--- src/rtl/rfsoc_config.sv ---
// ---------------------------------------------------------------------------
// rfsoc_config
//
// Shared definitions for the RFSoC ADC capture path.
//
// Contents:
//   CAP_CNT_W       default width of the capture delay / length counters
//   CAP_DATA_W      default width of one ADC AXIS beat (8 x 16-bit samples)
//   capture_state_t states of the capture window controller
//   state_is_busy   true whenever a capture is pending or in progress
// ---------------------------------------------------------------------------
package rfsoc_config;

  localparam int CAP_CNT_W  = 16;
  localparam int CAP_DATA_W = 128;

  typedef enum logic [1:0] {
    CAP_IDLE    = 2'd0,
    CAP_ARMED   = 2'd1,
    CAP_DELAY   = 2'd2,
    CAP_CAPTURE = 2'd3
  } capture_state_t;

  // Anything other than IDLE means software has armed a window that has
  // not yet closed, so the controller reports itself as busy.
  function automatic logic state_is_busy(input capture_state_t s);
    return (s != CAP_IDLE);
  endfunction

endpackage

--- src/rtl/capture_out_reg.sv ---
// ---------------------------------------------------------------------------
// capture_out_reg
//
// Single-entry AXI-Stream holding register carrying data plus a last flag.
// A beat offered on the input side is taken whenever the register is empty
// or its current contents are being accepted downstream in the same cycle,
// so a continuous stream passes through with one cycle of latency and no
// bubbles while out_ready stays high.
//
// Ports:
//   pl_clk     in   clock, rising edge
//   rst        in   synchronous active-high reset, clears all outputs
//   in_valid   in   a beat is offered this cycle
//   in_data    in   DATA_W beat payload
//   in_last    in   beat closes the packet
//   in_ready   out  the offered beat will be taken at the next edge
//   out_valid  out  register holds a beat
//   out_data   out  held payload, stable until accepted
//   out_last   out  held last flag, stable until accepted
//   out_ready  in   downstream accepts the held beat this cycle
// ---------------------------------------------------------------------------
module capture_out_reg #(
  parameter int DATA_W = 128
) (
  input  logic              pl_clk,
  input  logic              rst,
  input  logic              in_valid,
  input  logic [DATA_W-1:0] in_data,
  input  logic              in_last,
  output logic              in_ready,
  output logic              out_valid,
  output logic [DATA_W-1:0] out_data,
  output logic              out_last,
  input  logic              out_ready
);

  logic              valid_r;
  logic [DATA_W-1:0] data_r;
  logic              last_r;

  // Room exists if nothing is held, or the held beat leaves this cycle.
  assign in_ready = ~valid_r | out_ready;

  // Load a new beat when there is room; otherwise drain on acceptance.
  // While stalled (held beat, out_ready low) nothing changes, which keeps
  // data and last stable for the downstream consumer.
  always_ff @(posedge pl_clk) begin
    if (rst) begin
      valid_r <= 1'b0;
      data_r  <= '0;
      last_r  <= 1'b0;
    end else if (in_valid && in_ready) begin
      valid_r <= 1'b1;
      data_r  <= in_data;
      last_r  <= in_last;
    end else if (out_ready) begin
      valid_r <= 1'b0;
      last_r  <= 1'b0;
    end
  end

  assign out_valid = valid_r;
  assign out_data  = data_r;
  assign out_last  = last_r;

endmodule

--- src/rtl/adc_capture_window.sv ---
// ---------------------------------------------------------------------------
// adc_capture_window
//
// Cuts a fixed-length window out of the free-running RFSoC ADC stream. The
// host arms the block with a trigger delay and a window length; the next
// rising edge of the trigger line starts the delay countdown, after which
// capture_len valid beats are forwarded to adc_driver with tlast on the
// final one. The ADC is never back-pressured: if the output register is
// still full and downstream is stalled, the arriving beat is dropped and
// the sticky overflow flag marks the packet as invalid.
//
// Ports:
//   pl_clk         in   sole clock, rising edge
//   rst            in   synchronous active-high reset
//   arm            in   pulse: latch delay/length and wait for a trigger
//   abort          in   pulse: return to IDLE without a done pulse
//   trigger        in   level trigger (pl_clk domain), acts on rising edge
//   delay_cycles   in   CNT_W cycles from trigger edge to window start
//   capture_len    in   CNT_W window length in beats (0 = arm ignored)
//   s_axis_tdata   in   DATA_W ADC beat
//   s_axis_tvalid  in   ADC beat valid
//   s_axis_tready  out  always 1
//   m_axis_tdata   out  DATA_W captured beat
//   m_axis_tvalid  out  captured beat valid
//   m_axis_tready  in   downstream ready
//   m_axis_tlast   out  final beat of the window
//   busy           out  ARMED, DELAY or CAPTURE
//   done           out  one-cycle pulse when the window closes normally
//   overflow       out  sticky: a window beat was dropped since last arm
// ---------------------------------------------------------------------------
module adc_capture_window
  import rfsoc_config::*;
#(
  parameter int DATA_W = CAP_DATA_W,
  parameter int CNT_W  = CAP_CNT_W
) (
  input  logic              pl_clk,
  input  logic              rst,
  input  logic              arm,
  input  logic              abort,
  input  logic              trigger,
  input  logic [CNT_W-1:0]  delay_cycles,
  input  logic [CNT_W-1:0]  capture_len,
  input  logic [DATA_W-1:0] s_axis_tdata,
  input  logic              s_axis_tvalid,
  output logic              s_axis_tready,
  output logic [DATA_W-1:0] m_axis_tdata,
  output logic              m_axis_tvalid,
  input  logic              m_axis_tready,
  output logic              m_axis_tlast,
  output logic              busy,
  output logic              done,
  output logic              overflow
);

  capture_state_t   state;
  logic             trigger_q;
  logic [CNT_W-1:0] delay_lat;
  logic [CNT_W-1:0] len_lat;
  logic [CNT_W-1:0] delay_cnt;
  logic [CNT_W-1:0] beat_cnt;
  logic             overflow_r;
  logic             done_r;

  logic             trig_edge;
  logic             window_beat;
  logic [CNT_W-1:0] next_beat;
  logic             final_beat;
  logic             reg_in_ready;
  logic             beat_drop;

  // The ADC stream is free-running; beats outside the window simply fall
  // on the floor, so there is never a reason to stall it.
  assign s_axis_tready = 1'b1;

  assign trig_edge = trigger & ~trigger_q;

  // Every valid cycle inside the window counts toward the length, whether
  // or not the output register can take it. An abort in the same cycle
  // closes the window first, so that beat is not part of the packet.
  assign window_beat = (state == CAP_CAPTURE) & s_axis_tvalid & ~abort;
  assign next_beat   = beat_cnt + 1'b1;
  assign final_beat  = window_beat & (next_beat == len_lat);
  assign beat_drop   = window_beat & ~reg_in_ready;

  // Window controller. abort outranks arm, and a trigger edge only counts
  // once already sitting in ARMED, so an edge coinciding with arm (still in
  // IDLE) is not honoured, and edges during DELAY/CAPTURE cannot retrigger.
  always_ff @(posedge pl_clk) begin
    if (rst) begin
      state      <= CAP_IDLE;
      trigger_q  <= 1'b0;
      delay_lat  <= '0;
      len_lat    <= '0;
      delay_cnt  <= '0;
      beat_cnt   <= '0;
      overflow_r <= 1'b0;
      done_r     <= 1'b0;
    end else begin
      trigger_q <= trigger;
      done_r    <= 1'b0;

      if (beat_drop) begin
        overflow_r <= 1'b1;
      end

      if (abort) begin
        state <= CAP_IDLE;
      end else begin
        case (state)
          CAP_IDLE: begin
            if (arm && (capture_len != '0)) begin
              state      <= CAP_ARMED;
              delay_lat  <= delay_cycles;
              len_lat    <= capture_len;
              overflow_r <= 1'b0;
            end
          end

          // Loading delay-1 makes a delay of N put the first window beat
          // N+1 cycles after the edge, the same spacing as delay 0 -> 1.
          CAP_ARMED: begin
            if (trig_edge) begin
              beat_cnt <= '0;
              if (delay_lat == '0) begin
                state <= CAP_CAPTURE;
              end else begin
                state     <= CAP_DELAY;
                delay_cnt <= delay_lat - 1'b1;
              end
            end
          end

          // Counts pl_clk cycles, not ADC beats.
          CAP_DELAY: begin
            if (delay_cnt == '0) begin
              state <= CAP_CAPTURE;
            end else begin
              delay_cnt <= delay_cnt - 1'b1;
            end
          end

          CAP_CAPTURE: begin
            if (window_beat) begin
              beat_cnt <= next_beat;
              if (final_beat) begin
                state  <= CAP_IDLE;
                done_r <= 1'b1;
              end
            end
          end

          default: begin
            state <= CAP_IDLE;
          end
        endcase
      end
    end
  end

  // A dropped final beat never reaches the register, so no tlast is sent
  // for that packet and overflow is the only indication.
  capture_out_reg #(
    .DATA_W (DATA_W)
  ) u_out_reg (
    .pl_clk    (pl_clk),
    .rst       (rst),
    .in_valid  (window_beat),
    .in_data   (s_axis_tdata),
    .in_last   (final_beat),
    .in_ready  (reg_in_ready),
    .out_valid (m_axis_tvalid),
    .out_data  (m_axis_tdata),
    .out_last  (m_axis_tlast),
    .out_ready (m_axis_tready)
  );

  assign busy     = state_is_busy(state);
  assign done     = done_r;
  assign overflow = overflow_r;

endmodule

--- config.mk ---
export PLATFORM = sky130hd
export DESIGN_NAME = adc_capture_window
export DESIGN_NICKNAME = d
export VERILOG_FILES = /design/src/rtl/rfsoc_config.sv /design/src/rtl/capture_out_reg.sv /design/src/rtl/adc_capture_window.sv
export SDC_FILE = /design/constraint.sdc
export NUM_CORES = 1
export LEC_CHECK = 0
export ABC_AREA = 1
export CORE_UTILIZATION = 40
export DETAILED_ROUTE_END_ITERATION = 6
export PLACE_DENSITY_LB_ADDON = 0.05
export REMOVE_ABC_BUFFERS = 1
export SLEW_MARGIN = 40
export SYNTH_ARGS = -nofsm -noshare
export SYNTH_HDL_FRONTEND = slang
export SYNTH_SLANG_ARGS = --single-unit
--- constraint.sdc ---
create_clock -name pl_clk -period 2 [get_ports pl_clk]
set_input_delay 0.3 -clock pl_clk [delete_from_list [all_inputs] [get_ports pl_clk]]
set_output_delay 0.3 -clock pl_clk [all_outputs]
set_load 0.01 [all_outputs]
### Word-level counts from Yosys, hierarchy flattened

Cells that the tools add are included.

* bits in registers: 199
* word-level logic and storage cells: 75

* reductions and logical operators: 16
* bitwise operators: 12
* equal/unequal tests: 11
* muxes and demuxes: 22
* add/subtract/negate cells: 3

Operator list (count)
* 2-to-1 mux 16 bit: 5
* case mux 16 bit (2 select lines): 2
* zero test 16 bit: 2
* subtractor 16 x 1 -> 16 bit, second input constant: 2
* adder 16 x 1 -> 16 bit, second input constant: 1
* equality test 16 bit: 1
* nonzero test 16 bit: 1
* 2-to-1 mux 2 bit: 5
* != test 2 bit, second input constant: 5
* AND reduction 5 bit: 2
* 2-to-1 mux 1 bit: 9
* case mux 2 bit (4 select lines): 1
* nonzero test 2 bit: 4
* NOT 1 bit: 6
* bitwise AND 1 bit: 5
* equality test 2 bit, second input constant: 2
* != test 2 x 1 -> 1 bit, second input constant: 2
* AND reduction 4 bit: 1
* OR reduction 4 bit: 1
* AND reduction 3 bit: 1
* equality test 2 x 1 -> 1 bit, second input constant: 1
* logical AND 1 bit: 2
* zero test 2 bit: 1
* OR reduction 2 bit: 1
* bitwise OR 1 bit: 1

### Longest topological paths before layout

Gate-level depths: netlist of the first run.

* word-level depth: 8
* gate-level depth with buffers: 16
* gate-level depth less buffers: 16

### By module

Synthesis of the first run repeated with hierarchy kept, for this count alone.

* cells, all modules: 1453
* area, all modules: 9759.4 um^2

By module, submodules not included
* capture_out_reg: times used 1, cells an instance 853, area an instance 5760.5 um^2
* adc_capture_window: times used 1, cells an instance 600, area an instance 3998.8 um^2

### Worst setup path after synthesis of the first run

No wires, ideal clock.

* path type: flip-flop to flip-flop
* from: reg state[0]
* to: reg delay_cnt[12]
* path slack: -171 ps
* period minus slack after synthesis: 2171 ps
* arrival: 2034 ps
* setup time: 137 ps
* data required time: 1863 ps
* cell stages (with the launch flop): 13
* path through: dfxtp_1 > inv_1 > ha_1 > buf_6 > buf_6 > a21oi_4 > ha_1 > inv_1 > nor3_1 > nand4_1 > xor2_1 > nor2_1 > a211oi_1

* word-level cells in the longest chain between the ends: 3
* elaborated cells on any way between the ends: 8
* classes of those cells: eq/ne (5); mux (1); reduce/logical (2)

Ends and longest elaborated chain
* from (decl): RTL line adc_capture_window.sv:56 `capture_state_t state;`
* from (signal assigned): RTL line adc_capture_window.sv:91 `state <= CAP_IDLE;`
* from (signal assigned): RTL line adc_capture_window.sv:108 `state <= CAP_IDLE;`
* from (signal assigned): RTL line adc_capture_window.sv:113 `state <= CAP_ARMED;`
* equality test 2 bit or equality test 2 x 1 -> 1 bit (tied branches): RTL line adc_capture_window.sv:110 `case (state)`
* != test 2 bit (no line) or nonzero test 2 bit (tied branches)
* AND reduction 5 bit (no line)
* to (signal assigned): RTL line adc_capture_window.sv:129 `delay_cnt <= delay_lat - 1'b1;`
* to (signal assigned): RTL line adc_capture_window.sv:139 `delay_cnt <= delay_cnt - 1'b1;`
* to (decl): RTL line adc_capture_window.sv:60 `logic [CNT_W-1:0] delay_cnt;`

Parallel ways exist; a longest one is shown, timed or not.
A chain may end at the register's enable or synchronous reset.

### Worst setup path after layout of the first run

* from: reg state[0]
* to: reg delay_cnt[15]

The elaborated chain is that of the path after synthesis.

==> summary.md, run 1 <==
| Metric | Value |
|---|---|
| Status | finished, final reports clean |
| Crit-path slowest cell | dfxtp_2 |
| Hold_buf cts | 0 |
| All-Layer GR Usage | between 20 and 30% |
| Critical Path RT | around 2.3 ns |
| Wire per inst | about 15 um |
| Synth Area in Simple Gates | roughly 26% |
| Global-route wire length before repair | roughly 43000 um |
| Library cells used by synthesis | 37 |
| Buf/Inv on CP | 3 |
| DP HPWL | roughly 20000 um |
| Synth warn | 0 |
| H-tree levels | 4 |
| Compound-cell area share of the yosys netlist | 16.5% |
| DRT antenna net count | 0 |
| Largest net degree at the start of global routing | 56 |
| Most frequent cell on the critical path | nor2_4 |
| Die ar. | 0.0215 sq mm |
| Clk slew on worst S/H paths | approximately 0.070 ns |
| Syn avg cell area | roughly 7 sq um |
| Async S/R FF share, synth | 0% |
| Cell count after placement | around 1700 |
| Maximum VDD drop | about 0.00052 V |
| Non-filler cells, final | 1786 |
| XOR/XNOR Fraction of Synth Area | ~1.8% |
| Max-cap violations | 0 |
| Crit-path cells | inv_2, ha_4, buf_6, a21oi_4, buf_6, nand2_4, nor2_4, nand2_2, nor2_4, nand3_4, nor2_4, nand2_2, nor2_4, nand2_1, nand2_1, a21oi_1 |
| Antenna violations before repair | 3 |
| CP max stage delay | 0.33 ns |
| Tmin final | between 1.5 and 2 ns |
| Startpoint Class | register |
| Initial Utilization | around two fifths |
| Hold WS | just over 0.4 ns |
| CP delay by family, top | simple AND/OR/NAND/NOR gates |
| Die width | roughly 150 um |
| Crit. End Element | register |
| Max FO, Critical Path | 7 |
| Critical path type | reg2reg |
| Port Buf Inserts | 299 |
| Post-route setup slack | approximately 0.00077 ns |
| Post-synth EDFFs | 0 |
| Worst min-delay path class | in2reg |
| Fin util | about 65% |
| Pwr/cell area | 685 mW/mm^2 |
| Area growth, synth to finish | 57.4% |
| CTS tree | yes |
| Remaining DRCs | 0 |
| Max Fclk | roughly 500 MHz |
| Worst slack at placement | -0.256 ns |
| Clk_skew | ~0.011 ns |
| Unrepaired setup endpoints after global routing | yes |
| Sum Neg Setup Slack | 0 ns |
| Vias in the first global route | 8343 |
| Via count | roughly 8700 |
| Share of layout cells above drive strength 1 | 13.1% |
| Post-Route WL | roughly 28000 um |
| Site row count | 52 |
| Final hold violation count | 0 |
| Largest family of logic cells by synthesized area | simple AND/OR/NAND/NOR gates |
| Drt first pass iters | 4 |
| # IOs | approximately 300 |
| Post-Synthesis Cell Area | ~0.0084 sq mm |
| Final slew viol count | 0 |
| Post-synthesis mux area share | 0% |
| Post-synth top flop | dfxtp_1 |
| Leakage power | about 5.5 nW |
| CTS buffer count | 17 |
| Register area share after synthesis | a little under half |
| DR vias/cell | 4.85 |
| Mapped Cells | between 1000 and 1500 |
| Clock latency on the worst-skew pair | ~0.44 ns |
| Crit path DAT | between 2 and 2.5 ns |
| Die H | between 100 and 150 um |
| Root buf cell | clkbuf_16 |
| Nets@finish | 1673 |
| Setup Viol. Count Final | 0 |
| Iter 0 DRT Violations | around 470 |
| GP Congestion | slightly below 0.9 |
| Sink Count | 199 |
| Post-synthesis register bit count | 199 |
| Final period util | approximately 100% |
| Post-Synth Adder-Cell Area | less than 1% |
| GRT Residual Overflow | 0 |
| Core area | 0.0204 sq mm |
| Longest Clk Path Bufs | 2 |
## timing repair
item                                    CTS  global route
pin swaps                                14            22
endpoints found under the setup margin   11            21
buffers inserted                          3            11
resized for setup                        30            53
cloned                                    0             1
## layout by cell type, fill, tap and decap left out, types with 5 or more instances in the layout
master,synthesis,final
nand2_2,7,13
clkdlybuf4s50_1,0,298
nor2_2,8,10
nor4_1,11,11
nand3_1,41,34
nand3_2,2,8
xor2_1,9,9
a211oi_1,5,5
nor2_1,299,289
inv_1,90,84
nand2_1,116,107
dfxtp_2,0,6
nand4_1,15,15
inv_2,2,6
dfxtp_1,199,193
buf_4,2,62
buf_12,0,18
o21ai_0,188,180
nor2_4,5,13
clkbuf_16,0,18
o21ai_2,0,7
inv_6,0,7
a21oi_1,66,65
## cells in the mapped netlist, types with 2 or more instances
master | count | area, sq um
nand2_1 | 116 | 435
inv_1 | 90 | 338
nor2_4 | 5 | 56.3
nand3_1 | 41 | 205
nor2_2 | 8 | 50.1
buf_6 | 2 | 22.5
o21ai_0 | 188 | 941
a21oi_1 | 66 | 330
xnor2_1 | 3 | 26.3
nand3_2 | 2 | 20.0
nand2_2 | 7 | 43.8
dfxtp_1 | 199 | 3980
xnor3_1 | 2 | 45.0
xor2_1 | 9 | 78.8
buf_2 | 3 | 15.0
nor2_1 | 299 | 1120
nor4_1 | 11 | 68.8
o21ai_1 | 5 | 25.0
buf_4 | 2 | 15.0
ha_1 | 6 | 75.1
clkbuf_1 | 58 | 218
nand4_1 | 15 | 93.8
a211oi_1 | 5 | 37.5
nor3_1 | 4 | 20.0
inv_2 | 2 | 7.51
## where the power goes
group          leakage (nW)  switching, mW  internal (mW)
clock                 0.278           1.70           1.66
sequential             1.61         0.0764           4.07
combinational          3.60          0.699          0.815
## routing by layer
metal | GRT usage, % | vias to the layer above | routed length (um) | share of wire (%)
met3 | 9.91 | 46 | 2250 | 8.2
li1 | - | 4428 | - | -
met1 | 28.1 | 3944 | 11100 | 40
met4 | 10.0 | 0 | 706 | 2.6
met5 | 0 | - | 0 | 0
met2 | 42.4 | 240 | 13500 | 49
## through the flow
stage,power [mW],instance area (sq um)
floorplan,4.81,8100
global placement,5.55,12200
detailed placement,5.56,12200
CTS,8.97,12900
global route,9.42,13200
finish,9.03,13200
## tightest hold or removal path: stages
cell             delay (ns)
clkdlybuf4s50_1        0.40
inv_1                  0.07
nor2_1                 0.04
## final timing paths
| check | start | endpoint | slack [ns] | cells past startpoint |
|---|---|---|---|---|
| hold / removal | trigger | trigger_q | 0.41 | 3 |
| hold reg to reg | len_lat[12] | len_lat[12] | 0.47 | 2 |
| setup / recovery | state[0] | delay_cnt[15] | 0.0008 | 16 |
| setup reg to reg | state[0] | delay_cnt[15] | 0.0008 | 16 |
## cell families (layout without fill, tap and decap cells)
logic type / after synthesis / after routing
compound gates: 269 / 269
xor+xnor: 14 / 14
fa+ha+maj: 6 / 6
buf+inv: 158 / 511
flops: 199 / 199
other cells: 1 / 4
simple gates: 513 / 513
## final cells by class
type	count	area [sq um]
antenna	3	7.51
clock buffer	19	433
clock inverter	13	135
fill	1774	7190
inverter	93	354
multi-input combinational	803	4000
sequential	199	3990
tap	270	338
timing repair buffer	386	3920
## sequential cells by signal, summed over array words and instances, names as in the netlist
name / cells
state: 2
u_out_reg.out_valid: 1
done: 1
trigger_q: 1
overflow: 1
len_lat: 16
u_out_reg.out_last: 1
delay_lat: 16
beat_cnt: 16
delay_cnt: 16
u_out_reg.out_data: 128
Note: power is estimated with default switching activity, not from simulation.
==> inputs of run 2 (changes only) <==
TNS_END_PERCENT = 30   (was unset)
==> run 2 against run 1 <==
Utilization decreased by 0.47 points. Count of clock-buffer cells in the layout did not move. Flip-flop and latch count unchanged. Cell count decreased by 0.34%. Non-clock buffer count down 6. Hold slack gained 0.00081 ns. Sequential power about the same. Critical path type unchanged. Largest cell class is now flip-flops and latches.
==> summary.md, run 2 (synthesized netlist as in run 1, its figures left out) <==
| Metric | Value |
|---|---|
| Port Buf Inserts | roughly 300 |
| Antenna violations before repair | 3 |
| Die ar. | about 0.022 sq mm |
| Max reg flops | ~130 |
| Max Fclk | approximately 500 MHz |
| DR vias/cell | 4.86 |
| GP Congestion | around 0.88 |
| Pwr/cell area | approximately 700 mW/mm^2 |
| DRT antenna net count | 0 |
| Final hold violation count | 0 |
| Largest net degree at the start of global routing | 56 |
| # IOs | 301 |
| Site row count | between 50 and 60 |
| Critical Path RT | about 2.3 ns |
| Share of layout cells above drive strength 1 | 12.1% |
| Clk_skew | 0.0128 ns |
| Worst min-delay path class | in2reg |
| Crit. End Element | register |
| Clk slew on worst S/H paths | ~0.07 ns |
| Remaining DRCs | 0 |
| All-Layer GR Usage | roughly 25% |
| CTS buffer count | 17 |
| Via count | 8642 |
| Core area | approximately 0.020 sq mm |
| Maximum VDD drop | approximately 0.00053 V |
| Unrepaired setup endpoints after global routing | yes |
| Root buf cell | clkbuf_16 |
| Final slew viol count | 0 |
| Critical path type | reg2reg |
| Tmin final | 1.99 ns |
| Wire per inst | around 15 um |
| Vias in the first global route | about 8300 |
| Beginning of the critical path | state[0] |
| Final period util | about 100% |
| Initial Utilization | roughly two fifths |
| Flop-to-flop setup slack | around 0.0066 ns |
| Drt first pass iters | 4 |
| Nets@finish | about 1700 |
| Reg-to-Reg Start | state[0] |
| Die H | approximately 150 um |
| Longest Clk Path Bufs | 2 |
| Startpoint Class | register |
| Hold_buf cts | 0 |
| Commonest non-fill, non-tap cell in the layout | clkdlybuf4s50_1 |
| Clock latency on the worst-skew pair | 0.44 ns |
| Leakage power | between 5 and 6 nW |
| DP HPWL | a little under 20000 um |
| Min-delay src | trigger |
| Global-route wire length before repair | ~43000 um |
| Sink Count | 199 |
| CTS tree | yes |
| Crit path DAT | between 2 and 2.5 ns |
| Setup Viol. Count Final | 0 |
| Hold WS | ~0.41 ns |
| Max-cap violations | 0 |
| Max FO, Critical Path | 7 |
| Fillers | approximately 1800 |
| Die width | roughly 150 um |
| Area growth, synth to finish | 56.3% |
| Fin util | about 64% |
| Iter 0 DRT Violations | roughly 500 |
| Commonest non-fill, non-tap cells in the layout | clkdlybuf4s50_1 (298), nor2_1 (289), dfxtp_1 (195), o21ai_0 (178), nand2_1 (110) |
| Status | finished, final reports clean |
| H-tree levels | 4 |
| Post-Route WL | 27400 um |
| GRT Residual Overflow | 0 |
==> run 2: cell types whose count changed in the layout (fill, tap and decap cells not counted), moves of 2 or more <==
cell     change
dfxtp_1      +2
o21ai_1      +4
nand2_1      +3
nor2_2       +2
nand2_2      -3
nand3_1      +3
buf_4        -6
nor2_4       -2
o21ai_0      -2
nand3_2      -3
dfxtp_2      -2
==> run 2: cell type report <==
| type | instances | area [sq um] | share of cell area [%] |
|---|---|---|---|
| antenna | 3 | 7.51 | 0.0574 |
| clock buffer | 19 | 433 | 3.31 |
| clock inverter | 13 | 135 | 1.03 |
| inverter | 93 | 354 | 2.71 |
| multi-input combinational | 803 | 3950 | 30.2 |
| sequential | 199 | 3990 | 30.5 |
| tap | 270 | 338 | 2.58 |
| timing repair buffer | 380 | 3870 | 29.6 |
==> run 2: worst max-delay path: stages (launching register included) <==
cell and delay (ns):
dfxtp_2 0.34, inv_2 0.05, ha_4 0.18, buf_6 0.13
a21oi_4 0.13, buf_6 0.12, nand2_4 0.05, nor2_4 0.11
nand2_2 0.08, nor2_4 0.14, nand3_4 0.10, nor2_4 0.12
nand2_2 0.08, nor2_4 0.09, nand2_1 0.05, nand2_1 0.06
a21oi_1 0.05
==> run 2: what timing repair did <==
action | 4_1_cts | 5_1_grt
endpoints found under the setup margin | 11 | 21
cloned | 0 | 1
buffers inserted | 3 | 5
pin swaps | 10 | 22
gates resized for setup | 22 | 50
==> run 2: worst paths after layout <==
path	depth (start not counted)	end
hold / removal	3	trigger_q
hold reg to reg	2	len_lat[1]
setup reg to reg	16	delay_cnt[15]
setup / recovery	16	delay_cnt[15]
==> run 2: where the power goes <==
group	switching, mW	total, mW	internal (mW)	leakage (nW)
clock	1.70	3.36	1.66	0.278
combinational	0.690	1.49	0.801	3.57
sequential	0.0762	4.15	4.07	1.61
==> run 2: routing by layer <==
| metal | share of wire, % | vias up | routed length [um] | track usage, % |
|---|---|---|---|---|
| li1 | - | 4426 | - | - |
| met1 | 41 | 3934 | 11200 | 28.2 |
| met2 | 49 | 241 | 13400 | 42.3 |
| met3 | 8.0 | 41 | 2200 | 9.91 |
| met4 | 2.5 | 0 | 688 | 10.0 |
| met5 | 0 | - | 0 | 0 |
==> run 2: stage by stage <==
stage | setup slack [ns] | TNS, ns | cells | total power, mW | cell area, sq um
final | 0.00660 | 0 | 1780 | 9.00 | 13100
after detailed placement | -0.256 | -7.59 | 1736 | 5.56 | 12200
after global routing | -0.182 | -0.934 | 1780 | 9.39 | 13100
after floorplan | -3.38 | -459.73 | 1095 | 4.81 | 8100
after CTS | -0.0432 | -0.0904 | 1771 | 8.97 | 12900
after global placement | -0.173 | -5.22 | 1736 | 5.55 | 12200
